`src/rtl/hdlc_pkg.sv`:
```
// Shared HDLC constants and the transmit framer state type.
package hdlc_pkg;

    localparam logic [7:0]  HDLC_FLAG   = 8'h7E;
    localparam logic [7:0]  HDLC_ABORT  = 8'hFE;
    localparam logic [15:0] FCS_POLY    = 16'h8005;
    localparam logic [2:0]  STUFF_LIMIT = 3'd5;

    typedef enum logic [2:0] {
        IDLE,
        START_FLAG,
        DATA,
        FCS,
        END_FLAG,
        ABORT
    } tx_state_t;

endpackage

```
`src/rtl/hdlc_tx_framer_if.sv`:
```
// Byte handshake between the Tx buffer (master) and the HDLC framer (slave).
interface hdlc_tx_framer_if;

    logic [7:0] Tx_Data;
    logic       Tx_Valid;
    logic       Tx_Last;
    logic       Tx_Ready;

    modport master (output Tx_Data, output Tx_Valid, output Tx_Last, input Tx_Ready);
    modport slave  (input Tx_Data, input Tx_Valid, input Tx_Last, output Tx_Ready);

endinterface

```
`src/rtl/hdlc_fcs_gen.sv`:
```
// Serial CRC-16 (poly 0x8005, zero init, no final inversion), one bit per enabled cycle.
module hdlc_fcs_gen
    import hdlc_pkg::*;
(
    input  logic        Clk,
    input  logic        Rst,
    input  logic        Init,
    input  logic        ShiftEn,
    input  logic        DataBit,
    output logic [15:0] Remainder
);

    logic [15:0] crcReg;
    logic        feedback;

    assign feedback  = DataBit ^ crcReg[15];
    assign Remainder = crcReg;

    always_ff @(posedge Clk or posedge Rst) begin
        if (Rst) begin
            crcReg <= '0;
        end else if (Init) begin
            crcReg <= '0;
        end else if (ShiftEn) begin
            crcReg <= {crcReg[14:0], 1'b0} ^ (feedback ? FCS_POLY : 16'h0000);
        end
    end

endmodule

```
`src/rtl/hdlc_tx_framer.sv`:
```
// HDLC transmit framer: flag, zero-stuffed payload, optional CRC-16 FCS, flag;
// emits the abort sequence on request, underrun or oversize frame.
module hdlc_tx_framer
    import hdlc_pkg::*;
#(
    parameter int MAX_BYTES = 126,
    parameter bit FCS_EN    = 1'b1
) (
    input  logic             Clk,
    input  logic             Rst,
    input  logic             TxEN,
    hdlc_tx_framer_if.slave  TxBus,
    input  logic             Tx_AbortFrame,
    output logic             Tx,
    output logic             Tx_ValidFrame,
    output logic             Tx_AbortedTrans,
    output logic             Tx_Done,
    output logic [7:0]       Tx_FrameSize
);

    localparam logic [7:0] MaxBytes = 8'(MAX_BYTES);

    tx_state_t   stateReg, stateNext;
    logic [3:0]  bitCntReg, bitCntNext;
    logic [2:0]  onesCntReg, onesCntNext;
    logic [7:0]  shiftReg, shiftNext;
    logic [7:0]  frameSizeReg, frameSizeNext;
    logic        lastAccReg, lastAccNext;
    logic        tailReg, tailNext;
    logic        abortedReg, abortedNext;
    logic        doneReg, doneNext;
    logic [15:0] fcsRem;

    logic inFrame, inBody, stuffNow, dataBit, lineBit, txReady;
    logic lastBitSlot, flagLastBit, tailNeed, toFlagExit, bodyExit;
    logic xfer, overflow, abortReq, frameStart;

    assign inFrame     = stateReg inside {START_FLAG, DATA, FCS, END_FLAG};
    assign inBody      = stateReg inside {DATA, FCS};
    assign stuffNow    = inBody && (onesCntReg == STUFF_LIMIT);
    assign dataBit     = (stateReg == FCS) ? fcsRem[4'd15 - bitCntReg] : shiftReg[0];
    assign flagLastBit = (bitCntReg[2:0] == 3'd7);
    assign lastBitSlot = !stuffNow &&
                         (((stateReg == DATA) && (bitCntReg == 4'd7)) ||
                          ((stateReg == FCS)  && (bitCntReg == 4'd15)));

    // A final body bit that completes five 1s must be followed by a stuffed 0
    // before the closing flag; tailReg holds the exit until that 0 is sent.
    assign tailNeed   = lineBit && (onesCntReg == STUFF_LIMIT - 3'd1);
    assign toFlagExit = (lastBitSlot && !tailNeed) || (stuffNow && tailReg);
    assign bodyExit   = (stateReg == DATA) ? (lastAccReg && (FCS_EN ? lastBitSlot : toFlagExit))
                                           : toFlagExit;

    assign xfer       = txReady && TxBus.Tx_Valid;
    assign overflow   = (frameSizeReg >= MaxBytes) && !TxBus.Tx_Last;
    assign frameStart = (stateReg == IDLE) && TxEN && TxBus.Tx_Valid;
    assign abortReq   = Tx_AbortFrame && inFrame && !((stateReg == END_FLAG) && flagLastBit);

    hdlc_fcs_gen u_fcs (
        .Clk       (Clk),
        .Rst       (Rst),
        .Init      (stateReg == START_FLAG),
        .ShiftEn   ((stateReg == DATA) && !stuffNow),
        .DataBit   (shiftReg[0]),
        .Remainder (fcsRem)
    );

    always_ff @(posedge Clk or posedge Rst) begin
        if (Rst) begin
            stateReg <= IDLE;
        end else begin
            stateReg <= stateNext;
        end
    end

    always_comb begin
        stateNext = stateReg;
        if (abortReq) begin
            stateNext = ABORT;
        end else begin
            case (stateReg)
                IDLE:       if (frameStart) stateNext = START_FLAG;
                START_FLAG,
                DATA: begin
                    if (txReady) begin
                        if (!TxBus.Tx_Valid || overflow) stateNext = ABORT;
                        else if (stateReg == START_FLAG) stateNext = DATA;
                    end else if ((stateReg == DATA) && bodyExit) begin
                        stateNext = FCS_EN ? FCS : END_FLAG;
                    end
                end
                FCS:        if (bodyExit) stateNext = END_FLAG;
                END_FLAG,
                ABORT:      if (flagLastBit) stateNext = IDLE;
                default:    stateNext = IDLE;
            endcase
        end
    end

    always_comb begin
        lineBit       = 1'b1;
        Tx_ValidFrame = inFrame;
        case (stateReg)
            START_FLAG,
            END_FLAG:  lineBit = HDLC_FLAG[bitCntReg[2:0]];
            DATA,
            FCS:       lineBit = stuffNow ? 1'b0 : dataBit;
            ABORT:     lineBit = HDLC_ABORT[bitCntReg[2:0]];
            default:   lineBit = 1'b1;
        endcase
        txReady = !lastAccReg && flagLastBit &&
                  ((stateReg == START_FLAG) || ((stateReg == DATA) && !stuffNow));
    end

    assign Tx              = lineBit;
    assign TxBus.Tx_Ready  = txReady;
    assign Tx_AbortedTrans = abortedReg;
    assign Tx_Done         = doneReg;
    assign Tx_FrameSize    = frameSizeReg;

    always_comb begin
        bitCntNext = bitCntReg;
        if ((stateNext != stateReg) || (stateReg == IDLE)) begin
            bitCntNext = '0;
        end else if (!stuffNow) begin
            if ((stateReg == DATA) && (bitCntReg == 4'd7)) bitCntNext = '0;
            else                                           bitCntNext = bitCntReg + 4'd1;
        end

        onesCntNext = '0;
        if (inBody && (stateNext inside {DATA, FCS}) && lineBit)
            onesCntNext = onesCntReg + 3'd1;

        shiftNext = shiftReg;
        if (xfer)                                    shiftNext = TxBus.Tx_Data;
        else if ((stateReg == DATA) && !stuffNow)    shiftNext = {1'b0, shiftReg[7:1]};

        lastAccNext   = lastAccReg;
        frameSizeNext = frameSizeReg;
        abortedNext   = abortedReg;
        if (frameStart) begin
            lastAccNext   = 1'b0;
            frameSizeNext = '0;
            abortedNext   = 1'b0;
        end
        if (xfer) begin
            if (TxBus.Tx_Last)           lastAccNext   = 1'b1;
            if (frameSizeReg != 8'hFF)   frameSizeNext = frameSizeReg + 8'd1;
        end
        if ((stateNext == ABORT) && (stateReg != ABORT)) abortedNext = 1'b1;

        tailNext = lastBitSlot && tailNeed &&
                   ((stateReg == FCS) || (lastAccReg && !FCS_EN));
        doneNext = (stateReg == END_FLAG) && flagLastBit;
    end

    always_ff @(posedge Clk or posedge Rst) begin
        if (Rst) begin
            bitCntReg    <= '0;
            onesCntReg   <= '0;
            shiftReg     <= '0;
            frameSizeReg <= '0;
            lastAccReg   <= 1'b0;
            tailReg      <= 1'b0;
            abortedReg   <= 1'b0;
            doneReg      <= 1'b0;
        end else begin
            bitCntReg    <= bitCntNext;
            onesCntReg   <= onesCntNext;
            shiftReg     <= shiftNext;
            frameSizeReg <= frameSizeNext;
            lastAccReg   <= lastAccNext;
            tailReg      <= tailNext;
            abortedReg   <= abortedNext;
            doneReg      <= doneNext;
        end
    end

endmodule

```
`src/flat_wrapper.sv`:
```
// flat-port wrapper written by rule: the top's interface ports become plain ports
module hdlc_tx_framer_flat import hdlc_pkg::*;
#(
    parameter int MAX_BYTES = 126,
    parameter bit FCS_EN    = 1'b1
)
  (Clk, Rst, TxEN, Tx_AbortFrame, Tx, Tx_ValidFrame, Tx_AbortedTrans, Tx_Done, Tx_FrameSize, TxBus_Tx_Data, TxBus_Tx_Valid, TxBus_Tx_Last, TxBus_Tx_Ready);
  hdlc_tx_framer_if TxBus_i ();
  input  logic Clk;
  input  logic Rst;
  input  logic TxEN;
  input  logic Tx_AbortFrame;
  output logic Tx;
  output logic Tx_ValidFrame;
  output logic Tx_AbortedTrans;
  output logic Tx_Done;
  output logic [7:0] Tx_FrameSize;
  input wire logic [$bits(TxBus_i.Tx_Data)-1:0] TxBus_Tx_Data;
  input wire logic [$bits(TxBus_i.Tx_Valid)-1:0] TxBus_Tx_Valid;
  input wire logic [$bits(TxBus_i.Tx_Last)-1:0] TxBus_Tx_Last;
  output wire logic [$bits(TxBus_i.Tx_Ready)-1:0] TxBus_Tx_Ready;
  assign TxBus_i.Tx_Data = TxBus_Tx_Data;
  assign TxBus_i.Tx_Valid = TxBus_Tx_Valid;
  assign TxBus_i.Tx_Last = TxBus_Tx_Last;
  assign TxBus_Tx_Ready = TxBus_i.Tx_Ready;
  hdlc_tx_framer #(.MAX_BYTES(MAX_BYTES), .FCS_EN(FCS_EN)) u_core (.Clk(Clk), .Rst(Rst), .TxEN(TxEN), .TxBus(TxBus_i), .Tx_AbortFrame(Tx_AbortFrame), .Tx(Tx), .Tx_ValidFrame(Tx_ValidFrame), .Tx_AbortedTrans(Tx_AbortedTrans), .Tx_Done(Tx_Done), .Tx_FrameSize(Tx_FrameSize));
endmodule
```
`config.mk`:
```
export PLATFORM = sky130hd
export DESIGN_NAME = hdlc_tx_framer_flat
export DESIGN_NICKNAME = d
export VERILOG_FILES = /design/src/rtl/hdlc_pkg.sv /design/src/rtl/hdlc_tx_framer_if.sv /design/src/rtl/hdlc_fcs_gen.sv /design/src/rtl/hdlc_tx_framer.sv /design/src/flat_wrapper.sv
export SDC_FILE = /design/constraint.sdc
export NUM_CORES = 1
export LEC_CHECK = 0
export CAP_MARGIN = 0
export CORE_AREA = 2 2 74 76
export DETAILED_ROUTE_END_ITERATION = 10
export DIE_AREA = 0 0 76 78
export GPL_ROUTABILITY_DRIVEN = 1
export PLACE_DENSITY = 0.77
export SYNTH_ARGS = -nofsm -noshare
export SYNTH_HDL_FRONTEND = slang
export SYNTH_HIERARCHICAL = 1
export SYNTH_SLANG_ARGS = --single-unit
export TNS_END_PERCENT = 10
```
`constraint.sdc`:
```
create_clock -name Clk -period 2.8 [get_ports Clk]
set_input_delay 0.7 -clock Clk [delete_from_list [all_inputs] [get_ports Clk]]
set_output_delay 0.7 -clock Clk [all_outputs]
set_load 0.1 [all_outputs]
```
## Word level (Yosys, flattened, before mapping)

Memory sizes are Yosys's and may differ from the RTL's.
Cells that the tools add are included.

- Register bits after elaboration: 46
- Memories kept: 2
- Output and inout bits: 13
- ROM bits: 16

- Eq/ne operators: 17
- $add $sub $neg: 4
- Bitwise operators: 2
- Muxes and demuxes: 34
- $lt $le $gt $ge: 3
- Reductions and logical operators: 46

Memories:

| memory | words | width | read ports | clocked after memory_dff | write ports | line | source |
|---|---|---|---|---|---|---|---|
| (name not given) | 8 | 1 | 1 | 0 | 0 | hdlc_tx_framer.sv:105 | `END_FLAG: lineBit = HDLC_FLAG[bitCntReg[2:0]];` |
| (name not given) | 8 | 1 | 1 | 0 | 0 | hdlc_tx_framer.sv:108 | `ABORT: lineBit = HDLC_ABORT[bitCntReg[2:0]];` |

Operators with widths:

| kind | count |
|---|---|
| 16-bit two-way mux | 3 |
| 8-bit two-way mux | 5 |
| 3-bit two-way mux | 9 |
| 1-bit logical AND | 24 |
| 3-bit == test (second input constant) | 6 |
| 16-bit XOR | 1 |
| 3-bit by 2-bit == test with 1-bit output (second input constant) | 4 |
| 4-bit two-way mux | 3 |
| 3-bit case mux with 4 select lines | 1 |
| 1-bit two-way mux | 11 |
| 2-bit nonzero test | 5 |
| 8-bit by 1-bit adder with 8-bit output (second input constant) | 1 |
| 8-bit by 7-bit greater-or-equal comparator with 1-bit output (second input constant) | 1 |
| 8-bit != test (second input constant) | 1 |
| 2-bit OR reduction | 4 |
| 1-bit logical NOT | 6 |
| 1-bit logical OR | 5 |
| 4-bit by 5-bit less-than comparator with 1-bit output (second input constant) | 1 |
| 4-bit by 1-bit adder with 4-bit output (second input constant) | 1 |
| 1-bit binary-select mux with 4-bit select | 1 |
| 4-bit by 3-bit == test with 1-bit output (second input constant) | 1 |
| 4-bit == test (second input constant) | 1 |
| 3-bit by 4-bit less-than comparator with 1-bit output (second input constant) | 1 |
| 4-bit nonzero test | 1 |
| 9 further kinds | 9 |

## Longest topological paths before layout

Gate-level depths: netlist of run 1.

- Word-level depth: 21
- Gate-level depth with buffers: 10
- Gate-level depth less buffers: 9

## Cells and area by module

The synthesis of run 1 kept the hierarchy.

By module, submodules not included:

| module | sequential area each (µm²) | area each (µm²) | cells each | times used |
|---|---|---|---|---|
| hdlc_tx_framer | 750.7 | 2108.3 | 241 | 1 |
| hdlc_fcs_gen | 400.4 | 700.7 | 60 | 1 |

## Least setup slack after synthesis of run 1

OpenSTA, ideal clock, no wires.

- Path type: register to output
- From: reg u_core.stateReg[0]
- To: out Tx_ValidFrame
- Stages on the path, launching flop included: 5
- Arrival time: 2.494 ns
- Path buffers: 2
- Slack: -0.394 ns
- Data required time: 2.100 ns
- Path through: dfrtp_1 buf_2 buf_1 nor2_1 xnor2_1

- Cells in the longest elaborated chain, start to end: 2
- Elaborated cells on any way between the ends: 5
- Classes of those cells: eq/ne: 4; reduce/logical: 1

RTL lines:

| what | line | source |
|---|---|---|
| from (decl) | hdlc_tx_framer.sv:23 | `tx_state_t stateReg, stateNext;` |
| from (signal assigned) | hdlc_tx_framer.sv:72 | `stateReg <= stateNext;` |
| 3-bit by 1-bit == test with 1-bit output (tied with other cells) | hdlc_tx_framer.sv:38 | `assign inFrame = stateReg inside {START_FLAG, DATA, FCS, END_FLAG};` |
| 4-bit nonzero test (*) | hdlc_tx_framer.sv:38 |  |
| to (decl) | flat_wrapper.sv:14 | `output logic Tx_ValidFrame;` |

Every way passes the cells marked *; elsewhere a longest branch is shown, timed or not.

## Worst setup path after layout of run 1

- From: reg u_core.bitCntReg[1]
- To: out Tx

- Cells in the longest elaborated chain, start to end: 6
- Elaborated cells on any way between the ends: 10
- Classes of those cells: add/sub: 1; mux: 7; memory: 2

RTL lines:

| what | line | source |
|---|---|---|
| from (decl) | hdlc_tx_framer.sv:24 | `logic [3:0] bitCntReg, bitCntNext;` |
| from (signal assigned) | hdlc_tx_framer.sv:168 | `bitCntReg <= bitCntNext;` |
| 4-bit subtractor | hdlc_tx_framer.sv:41 | `assign dataBit = (stateReg == FCS) ? fcsRem[4'd15 - bitCntReg] : shiftReg[0];` |
| 1-bit binary-select mux with 4-bit select | hdlc_tx_framer.sv:41 |  |
| 1-bit two-way mux (implied by the code) | hdlc_tx_framer.sv:41 |  |
| 1-bit two-way mux | hdlc_tx_framer.sv:41 |  |
| 1-bit two-way mux | hdlc_tx_framer.sv:107 | `FCS: lineBit = stuffNow ? 1'b0 : dataBit;` |
| 1-bit case mux with 3 select lines (*) | hdlc_tx_framer.sv:103 | `case (stateReg)` |
| to (decl) | flat_wrapper.sv:13 | `output logic Tx;` |

Every way passes the cells marked *; elsewhere a longest branch is shown, timed or not. The select of a mux whose other input is x is not followed.

==> metrics.md, run 1 <==
| Metric | Value |
|---|---|
| Power Dens Cells | about 700 nW/µm² |
| Setup crit end kind | output pin |
| Highest clock rate | 351 MHz |
| Routed wire length | between 6 and 7 mm |
| Antenna-violating nets left | 0 |
| WS Path Type | register to output pin |
| Die area | approximately 5900 µm² |
| # setup viols final | 1 |
| Worst-path fanout max | 5 |
| Family with the most delay on the worst path | compound AO/OA/AOI/OAI gates |
| Htree depth | 2 |
| Clk Latency, worst-skew pair | ~0.29 ns |
| CTS tree | done |
| Status | complete, but fails checks |
| Vias in the first global route | 2304 |
| Crit-path cells | buf_2, inv_1, nor4_2, a211oi_2, a2111o_1, nand3_2, buf_12 |
| TritonCTS Buffers | 5 |
| Initial antenna violation count | 0 |
| Post-synth EDFFs | 0 |
| Crit path DAT | between 2 and 2.5 ns |
| Yosys reg bits | 46 |
| Final Hold Fails | 0 |
| Post-Syn Area per Cell | 9.33 µm² |
| Leading cell type in the layout, fill and taps excluded | dfrtp_1 |
| Width of the chip | 76 µm |
| Fill count | 399 |
| Multiplexer area fraction after synthesis | 11.0% |
| PortBufs | 26 |
| Hold-critical path depth | 1 |
| Max cap viols | 0 |
| Final Slew Violations | 0 |
| RSZ-0062 raised after global routing | yes |
| Worst-Margin Slew | 0.581 ns |
| Clock tree root buffer cell | clkbuf_8 |
| Worst path required time | between 2 and 2.5 ns |
| Via density | a little under 6 |
| Synth Area in Adders | 4.01% |
| Buffers & Inverters on Critical Path | 3 |
| Share of layout cells above drive strength 1 | 16.9% |
| Core ar. | between 5000 and 6000 µm² |
| Final Critical Period | 2.85 ns |
| Tot Pwr | 2.37 mW |
| Layout Area Growth over Synthesis | 20.4% |
| Final TNS setup | -0.0501 ns |
| Net count after synthesis | 324 |
| Compound-Gate Fraction of Synth Area | 15.8% |
| Number of distinct library cells after synthesis | 54 |
| Leak pwr | between 1 and 1.5 nW |
| I/O pin total | 27 |
| CP Launch Type | register |
| PnR worst setup slack | -0.0501 ns |
| Skew final | just under 0.005 ns |
| Simple-gate area share of the yosys netlist | 20.6% |
| Clock Path Buffers | 2 |
| First-pass GRT wire length | 10.8 mm |
| Global placer's final weighted congestion | 0.863 |
| Starting utilization of the core area | a little under three fifths |
| Final std cells w/o fill | 408 |
| DR DRC count | 0 |
| CTS sink count | 46 |
| DR WL/cell | 15.8 µm |
| Largest family of logic cells by synthesized area | simple AND/OR/NAND/NOR gates |
| Antenna cells | 0 |
| Final HPWL from detailed placement | between 4 and 5 mm |
| Period utilization | 102% |
| Ys Warns | 6 |
| Die Ht | slightly below 80 µm |
| Pre-antenna DRT Iters | 4 |
| Row count | 26 |
| Peak VDD IR | 0.607 mV |
| DR iter-0 viols | 223 |
| Post-Synth XOR/XNOR Area | 2.49% |
| Async set or reset register ratio after synthesis | between 90% and 100% |
| Sequential fraction of the synthesis area | approximately 40% |
| R2R depth | 10 |
| WHS | 0.504 ns |
| Largest net degree at the start of global routing | 29 |
| Worst min path class | register to register |
| Cells after synthesis | 301 |
| Max-slew headroom | 61.1% |
| Dominant synthesized flop cell | dfrtp_1 |
| Nets | 360 |
| Slowest CP cell | a2111o_1 |
| Vias | about 2400 |
| CP max stage delay | 0.48 ns |
| Overall routing resource usage | 22.3% |
| Post-synthesis cell area | around 2800 µm² |
| # placed instances | 391 |
| Failing checks | negative setup slack |
| Overflow after GRT | 0 |
| WP depth | 7 |
| Reg clk slew, reported paths | 0.08 ns |
| Most frequent cells in the layout | dfrtp_1, nor2_1, mux2i_1, buf_4, nand2_1 |
| Final core area utilization | between 60 and 70% |
[worst register-to-register path: stages (launching register included)]
cell	delay, ns
dfrtp_2	0.41
buf_2	0.17
ha_1	0.20
ha_1	0.25
nand2b_1	0.10
nor2_2	0.17
o211ai_1	0.17
a41oi_1	0.36
o21ai_4	0.13
mux2i_1	0.36
nor3_1	0.12
[sequential cells by signal (all words and copies together), names as in the netlist]
signal and count:
u_core/onesCntReg 3, u_core/Tx_Done 1, u_core/lastAccReg 1, u_core/bitCntReg 4, u_core/u_fcs/Remainder 16, u_core/tailReg 1, u_core/Tx_AbortedTrans 1, u_core/shiftReg 8
u_core/stateReg 3, u_core/Tx_FrameSize 8
[layer usage]
metal	global-route usage, %	part of all wire [%]	vias up
li1	-	-	1163
met1	30.0	45	1133
met2	37.0	49	64
met3	3.95	4.0	11
met4	6.73	1.6	0
met5	0	0	-
[stage by stage]
step | cell area [µm²] | setup slack, ns
2_1_floorplan | 2820 | -0.0190
3_3_place_gp | 3160 | 0.164
3_5_place_dp | 3160 | 0.108
4_1_cts | 3330 | 0.00810
5_1_grt | 3380 | -0.0802
6_report | 3380 | -0.0501
[path summary, 6_finish.rpt]
kind | startpoint | endpoint | slack (ns)
min reg2reg | u_core/onesCntReg[0] | u_core/onesCntReg[0] | 0.50
max in group asynchronous | Rst | u_core/bitCntReg[1] | 1.42
min | u_core/onesCntReg[0] | u_core/onesCntReg[0] | 0.50
min in group asynchronous | Rst | u_core/Tx_FrameSize[7] | 0.72
max | u_core/bitCntReg[1] | Tx | -0.05
max reg2reg | u_core/bitCntReg[1] | u_core/bitCntReg[1] | 0.24
[kinds of logic (layout without fill, tap and decap cells)]
logic type,after synthesis,in the layout
fa+ha+maj,9,9
compound gates,64,64
buf+inv,30,67
xor+xnor,8,8
mux,31,31
simple gates,113,113
flops,46,46
[synthesized netlist by cell type, types with 2 or more instances]
library cell	count	share of area [%]
nor3_1	11	2.0
and4b_1	2	0.71
nand3b_1	2	0.53
dfrtp_1	46	41
xnor2_1	5	1.6
nor4_1	4	0.89
a21oi_1	17	3.0
o32ai_1	2	0.62
buf_6	2	0.80
mux2i_1	31	11
o211a_1	2	0.71
and2_1	3	0.67
ha_1	9	4.0
nand3_1	12	2.1
a41oi_1	2	0.62
nor3b_1	6	1.6
nand2b_1	8	1.8
xor2_1	3	0.94
clkbuf_1	3	0.40
o21ai_1	2	0.36
o22ai_1	2	0.45
buf_2	9	1.6
o21ai_0	14	2.5
or3_1	4	0.89
nor2_1	34	4.5
nand2_1	19	2.5
inv_1	14	1.9
o211ai_1	4	1.1
a211oi_1	2	0.53
nand4b_1	3	0.94
[final cells by class]
| type | count | area (µm²) | share of cell area, % |
|---|---|---|---|
| clock inverters | 1 | 30.0 | 0.888 |
| repair buffers | 45 | 400 | 11.8 |
| multi-input cells | 225 | 1580 | 46.7 |
| clock buffers | 7 | 76.3 | 2.26 |
| flip-flops and latches | 46 | 1160 | 34.2 |
| well taps | 70 | 87.6 | 2.59 |
| inverters | 14 | 52.6 | 1.55 |
[repair_timing]
item	4_1_cts	5_1_grt
hold buffers	0	0
endpoints found under the setup margin	1	2
gates resized for setup	9	6
setup buffers	5	4
pin swaps	2	2
hold endpoints to repair	0	0
[where the power goes]
| part | total, mW | internal (mW) | leakage (nW) | switching, mW |
|---|---|---|---|---|
| Clock | 0.478 | 0.267 | 0.0524 | 0.211 |
| Combinational | 1.09 | 0.399 | 0.739 | 0.688 |
| Sequential | 0.802 | 0.730 | 0.585 | 0.0720 |
Note: power is estimated with default switching activity, not from simulation.
==> run 2: changes to the inputs <==
CTS_CLUSTER_SIZE = 14   (was default)
==> results of run 2 <==
Same layout as run 1: the final DEF is identical, and so are final timing and power.
==> run 3: changes to the inputs <==
ABC_AREA = 1   (was default)
CORE_AREA = 2 2 72 74   (was 2 2 74 76)
DIE_AREA = 0 0 74 76   (was 0 0 76 78)
DONT_BUFFER_PORTS = 1   (was default)
PLACE_DENSITY = 0.73   (was 0.77)
==> metrics.md, run 3 <==
| Metric | Value |
|---|---|
| Final HPWL from detailed placement | 4.37 mm (-2.0%) |
| Status | completed |
| First-pass GRT wire length | 10.1 mm (-6.1%) |
| Pre-antenna DRT Iters | 4 (unchanged) |
| DR WL/cell | 13.1 µm (-17%) |
| Via density | 5.31 (-8.6%) |
| Net count after synthesis | 373 (+15%) |
| FF-to-FF End | u_core/bitCntReg[1] |
| Final Slew Violations | 0 (unchanged) |
| Initial antenna violation count | 0 (unchanged) |
| Yosys top cell area share | 41.3% (+0.33 points) |
| Worst-path fanout max | 17 (+12) |
| DR iter-0 viols | 146 (-35%) |
| Layout Area Growth over Synthesis | 8.98% |
| Routed wire length | 5.73 mm (-11%) |
| TritonCTS Buffers | 5 (unchanged) |
| # placed instances | 429 (+9.7%) |
| Vias in the first global route | 2272 (-1.4%) |
| Final std cells w/o fill | 437 (+7.1%) |
| Worst setup path start | u_core/onesCntReg[0] |
| Most common library cells after synthesis | nand2_1, inv_1, dfrtp_1, nand3_1 |
| Htree depth | 2 (unchanged) |
| Die Ht | 76 µm (-2.6%) |
| Sequential fraction of the synthesis area | 41.3% (+0.33 points) |
| Vias | 2322 (-2.1%) |
| Highest clock rate | 374 MHz (+6.7%) |
| Origin of the critical flop-to-flop path | u_core/onesCntReg[1] |
| CTS sink count | 46 (unchanged) |
| Largest net degree at the start of global routing | 31 (+6.9%) |
| Starting utilization of the core area | 56.7% (+1.0 points) |
| Power Dens Cells | 719 nW/µm² (+2.7%) |
| Worst-Margin Slew | 0.904 ns (+0.323 ns) |
| Post-synth EDFFs | 0 (unchanged) |
| WHS | 0.344 ns (-0.160 ns) |
| Ys Warns | 6 (unchanged) |
| # setup viols final | 0 (-1) |
| Leading cell type in the layout, fill and taps excluded | nand2_1 |
| Antenna cells | 0 (unchanged) |
| Die area | 5620 µm² (-5.1%) |
| Clk Latency, worst-skew pair | 0.31 ns (+0.02 ns) |
| Core ar. | 4910 µm² (-2.6%) |
| Peak VDD IR | 0.419 mV (-31%) |
| Share of layout cells above drive strength 1 | 18.8% (+1.9 points) |
| WS Path Type | register to output pin |
| Most frequent cell after synthesis | nand2_1 |
| Max-slew headroom | 39.7% (-21 points) |
| CTS tree | done |
| Fill count | 442 (+11%) |
| Dominant synthesized flop cell | dfrtp_1 |
| Yosys top cell by area | dfrtp_1 |
| Post-Syn Area per Cell | 7.96 µm² (-15%) |
| Max reg flops | 16 (unchanged) |
| Antenna-violating nets left | 0 (unchanged) |
| Nets | 389 (+8.1%) |
| Synth area leaders | dfrtp_1, nand2_1, nand3_1, inv_1, ha_1 |
| Pre-CTS setup slack | 0.404 ns (+0.296 ns) |
| Max cap viols | 0 (unchanged) |
| Global placer's final weighted congestion | 0.930 (+7.8%) |
| Final Hold Fails | 0 (unchanged) |
| Async set or reset register ratio after synthesis | 100% (unchanged) |
| Reg2Reg Setup Slack | 0.49 ns (+0.25 ns) |
| Setup crit end kind | output pin |
| R2R depth | 14 (+4) |
| Leak pwr | 1.45 nW (+5.5%) |
| Row count | 26 (unchanged) |
| Final Critical Period | 2.67 ns (-0.179 ns) |
| RSZ-0062 raised after global routing | no |
| Period utilization | 95.4% (-6.4 points) |
| Overall routing resource usage | 23.0% (+0.71 points) |
| Worst path required time | 2.10 ns (about the same) |
| CP Launch Type | register |
| PnR worst setup slack | 0.128 ns (+0.179 ns) |
| Clock Path Buffers | 2 (unchanged) |
| Width of the chip | 74 µm (-2.6%) |
| Reg clk slew, reported paths | 0.10 ns (+0.02 ns) |
| Yosys reg bits | 46 (unchanged) |
| Cells after synthesis | 350 (+16%) |
| Tot Pwr | 2.18 mW (-7.7%) |
| Post-synthesis cell area | 2790 µm² (-0.80%) |
| I/O pin total | 27 (unchanged) |
| DR DRC count | 0 (unchanged) |
| Overflow after GRT | 0 (unchanged) |
| Worst min path class | primary input to async pin |
| Final TNS setup | 0 ns (+0.0501 ns) |
| Most frequent cells in the layout | nand2_1, inv_1, dfrtp_1, nand3_1 |
| Number of distinct library cells after synthesis | 40 (-26%) |
| PortBufs | 0 (-100%) |
| Clock tree root buffer cell | clkbuf_8 |
| Crit path DAT | 1.97 ns (-0.18 ns) |
| Skew final | 0.0101 ns (+0.00527 ns) |
## run 3: changes by cell type in the layout (fill, tap and decap cells not counted), sizes merged, moves of 8 or more
cell	previous run	this run
buf	31	12
nand3	12	44
mux2i	31	0
nand2	19	95
clkdlybuf4s50	13	0
a21oi	17	7
nor2	34	24
nand2b	8	0
inv	14	61
## run 3: through the flow
stage / area, µm² / utilization, %
6_report: 3040 / 61.8
5_1_grt: 3040 / 61.8
4_1_cts: 3030 / 61.8
3_3_place_gp: 2940 / 59.9
2_1_floorplan: 2790 / -
3_5_place_dp: 2940 / 59.9
## run 3: power by group
part           switching (mW)  internal (mW)  total (mW)
logic                   0.690          0.252       0.943
registers               0.102          0.721       0.823
clock network           0.241          0.179       0.419
## run 3: logic make-up after synthesis
kind of cell             synth area share, %
buffers and inverters                   9.70
AND/OR/NAND/NOR                         33.2
XOR/XNOR                               0.629
flip-flops                              41.3
AO/OA/AOI/OAI                           11.1
adder cells (fa/ha/maj)                 4.04
## run 3: worst max-delay path by stage
stage,to,cells past startpoint,slack [ns]
CTS,TxBus_Tx_Ready,7,0.04
detailed placement,TxBus_Tx_Ready,7,0.40
global route,TxBus_Tx_Ready,7,0.007
finish,TxBus_Tx_Ready,7,0.13
floorplan,u_core/bitCntReg[0],17,0.35
global placement,TxBus_Tx_Ready,7,0.45
## run 3: area by class of cell
type | count | area [µm²] | area share, %
Clock buffer | 5 | 68.8 | 2.27
Multi-Input combinational cell | 237 | 1370 | 45.0
Inverter | 64 | 248 | 8.16
Clock inverter | 3 | 23.8 | 0.783
Sequential cell | 46 | 1150 | 38.0
Tap cell | 70 | 87.6 | 2.88
Timing Repair Buffer | 12 | 90.1 | 2.97
## run 3: critical path, cell delays in order (launching register included)
cell and delay [ns]:
dfrtp_1 0.43, ha_1 0.21, nand2_1 0.18, nor2_8 0.09, nor2_8 0.26, o21ai_2 0.10
inv_2 0.10, buf_4 0.30
## run 3: what timing repair did
action	CTS	global route
setup buffers	0	0
resized for setup	0	2
endpoints found under the setup margin	0	1
hold buffers	0	0
## run 3: metal layers
metal	vias to the layer above	wire, µm	GRT usage, %
met5	-	0	0
met4	0	153	10.0
met3	15	326	5.82
met2	56	2610	33.3
met1	1077	2640	32.3
li1	1174	-	-
==> variant (config.mk and constraints of run 3) <==
`FCS_EN` is set to 1'b1 in 2 places; all go to 1'b0.
--- a/src/rtl/hdlc_tx_framer.sv
+++ b/src/rtl/hdlc_tx_framer.sv
@@ -6,3 +6,3 @@
     parameter int MAX_BYTES = 126,
-    parameter bit FCS_EN    = 1'b1
+    parameter bit FCS_EN    = 1'b0
 ) (
--- a/src/flat_wrapper.sv
+++ b/src/flat_wrapper.sv
@@ -4,3 +4,3 @@
     parameter int MAX_BYTES = 126,
-    parameter bit FCS_EN    = 1'b1
+    parameter bit FCS_EN    = 1'b0
 )
Behaviour: same outputs for any inputs over 10 cycles, from zero or initial values and one cycle with Rst high; that may be too few to reach the edited logic, so the function may still have changed.
==> variant against run 3 <==
- worst setup slack improved by 0.080 ns
- first-iteration DRC count is 4.8% higher
- final area decreased by 0.12%
- clock skew shrank 0.0054 ns
- power is 7.9% higher
- sequential share of layout area is essentially flat
- sequential cell count unchanged
- utilization shrank 0.076 points
- synthesized area fell by 2.4%
- wire length is 0.86% higher
- clock power increased by 46%
- largest power group unchanged
- highest routed layer unchanged
==> variant: results (changes against run 3) <==
Worst IR Drop VDD -> 0.436 mV (was 0.419 mV)
Cell variety after synth -> 36 (was 40)
Internal Power -> 1.36 mW (was 1.15 mW)
Placer congestion estimate -> 0.877 (was 0.930)
1st-iter DRT viols -> 153 (was 146)
N_diodes -> 0 (unchanged)
Fraction of the yosys area taken by sequential cells -> 42.3% (was 41.3%)
Slowest cell on crit path -> dfrtp_1 (unchanged)
GRT Overall Usage -> 23.1% (was 23.0%)
Final Non-Filler Cells -> 447 (was 437)
DRT antenna net count -> 0 (unchanged)
Post-DP HPWL -> 4300 um (was 4370 um)
Async set or reset register ratio after synthesis -> 100% (unchanged)
Most common library cells after synthesis -> nand2_1, inv_1, dfrtp_1 (unchanged)
Leak -> 1.50 nW (was 1.45 nW)
Vias -> 2308 (was 2322)
Vias in the first global route -> 2235 (was 2272)
Avg Inst Size Synth -> 7.55 um2 (was 7.96 um2)
Nets@finish -> 399 (was 389)
CP Max Fanout -> 6 (was 17)
Largest net degree at the start of global routing -> 31 (unchanged)
DR WL/cell -> 12.9 um (was 13.1 um)
Actual slew at the worst max-slew pin -> 0.892 ns (was 0.904 ns)
Number of enable flip-flop cells after synthesis -> 0 (unchanged)
Mapped Nets -> 383 (was 373)
Max Buffers Root-to-Sink -> 2 (unchanged)
Fraction of layout cells with a size suffix above 1 -> 14.9% (was 18.8%)
Initial antenna violation count -> 0 (unchanged)
CP arrival -> 1.89 ns (was 1.97 ns)
Root buf cell -> clkbuf_8 (unchanged)
Worst-path clk slew -> 0.09 ns
CTS buffer count -> 5 (unchanged)
First-pass GRT wire length -> 10200 um (was 10100 um)
Most common flop cell mapped by yosys -> dfrtp_1 (unchanged)
H-tree depth -> 2 (unchanged)
DR pass1 iterations -> 4 (unchanged)
Top cells by area, synth -> dfrtp_1, nand2_1, inv_1 (was dfrtp_1, nand2_1, nand3_1)
Max reg flops -> 16 (unchanged)
Placed insts -> 439 (was 429)
Status -> completed (unchanged)
Fin Clk Skew -> 0.00473 ns (was 0.0101 ns)
Hold crit path type -> in2async (unchanged)
variant: metrics by stage:
| step | total power, mW | hold WS, ns | area [um2] | worst slack (ns) | util [%] |
|---|---|---|---|---|---|
| floorplan | 1.57 | 0.457 | 2720 | 0.246 | - |
| global placement | 1.73 | 0.482 | 2890 | 0.428 | 58.7 |
| detailed placement | 1.75 | 0.492 | 2890 | 0.362 | 58.7 |
| CTS | 2.37 | 0.366 | 3030 | 0.0456 | 61.6 |
| global route | 2.50 | 0.392 | 3030 | 0.0539 | 61.7 |
| finish | 2.36 | 0.353 | 3030 | 0.209 | 61.7 |
variant: per-layer routing:
| layer | GRT usage (%) | vias to the layer above | part of all wire [%] |
|---|---|---|---|
| met5 | 0 | - | 0 |
| met4 | 8.55 | 0 | 1.7 |
| met3 | 4.63 | 9 | 3.7 |
| li1 | - | 1184 | - |
| met1 | 32.3 | 1070 | 48 |
| met2 | 35.3 | 45 | 47 |
variant: worst paths after layout:
check                                startpoint                          to  slack [ns]  cells past startpoint
max in group asynchronous                   Rst   u_core/u_fcs/Remainder[0]        2.03                      1
min reg2reg                u_core/onesCntReg[0]        u_core/onesCntReg[0]        0.51                      1
max                        u_core/onesCntReg[0]                          Tx        0.21                      7
max reg2reg                 u_core/bitCntReg[0]         u_core/bitCntReg[1]        0.39                     14
min in group Clk           u_core/onesCntReg[0]        u_core/onesCntReg[0]        0.51                      1
min                                         Rst  u_core/u_fcs/Remainder[11]        0.35                      1
variant: final cells by class:
class                   count  area [um2]
well taps                  70        87.6
multi-input cells         241        1290
repair buffers             13         101
clock buffers               6        82.6
flip-flops and latches     46        1150
inverters                  69         259
clock inverters             2        60.1
fillers                   445        1880
variant: power by group through the flow:
stage	sequential [mW]	clock, mW	combinational [mW]
after CTS	0.826	0.627	0.919
after global routing	0.840	0.648	1.01
after detailed placement	0.839	0	0.911
after global placement	0.838	0	0.893
after floorplan	0.870	0	0.698
final	0.830	0.611	0.915
variant: cell families (layout without fill, tap and decap cells):
group | Yosys count | count (layout) | synth area share, %
buf+inv | 73 | 90 | 10.2
xor+xnor | 2 | 2 | 0.644
fa+ha+maj | 9 | 9 | 4.14
compound gates | 50 | 50 | 11.9
flops | 46 | 46 | 42.3
simple gates | 180 | 180 | 30.7
variant: timing repair:
| action | in CTS | in global routing |
|---|---|---|
| endpoints found under the setup margin | 0 | 3 |
| gates resized for setup | 0 | 2 |
| buffers inserted | 0 | 0 |
variant: worst max-delay path: cells and delay by family (launching register included):
family	cells	cell delay, ns
compound gates	1	0.25
fa+ha+maj	1	0.22
buf+inv	2	0.37
flops	1	0.42
simple gates	3	0.32
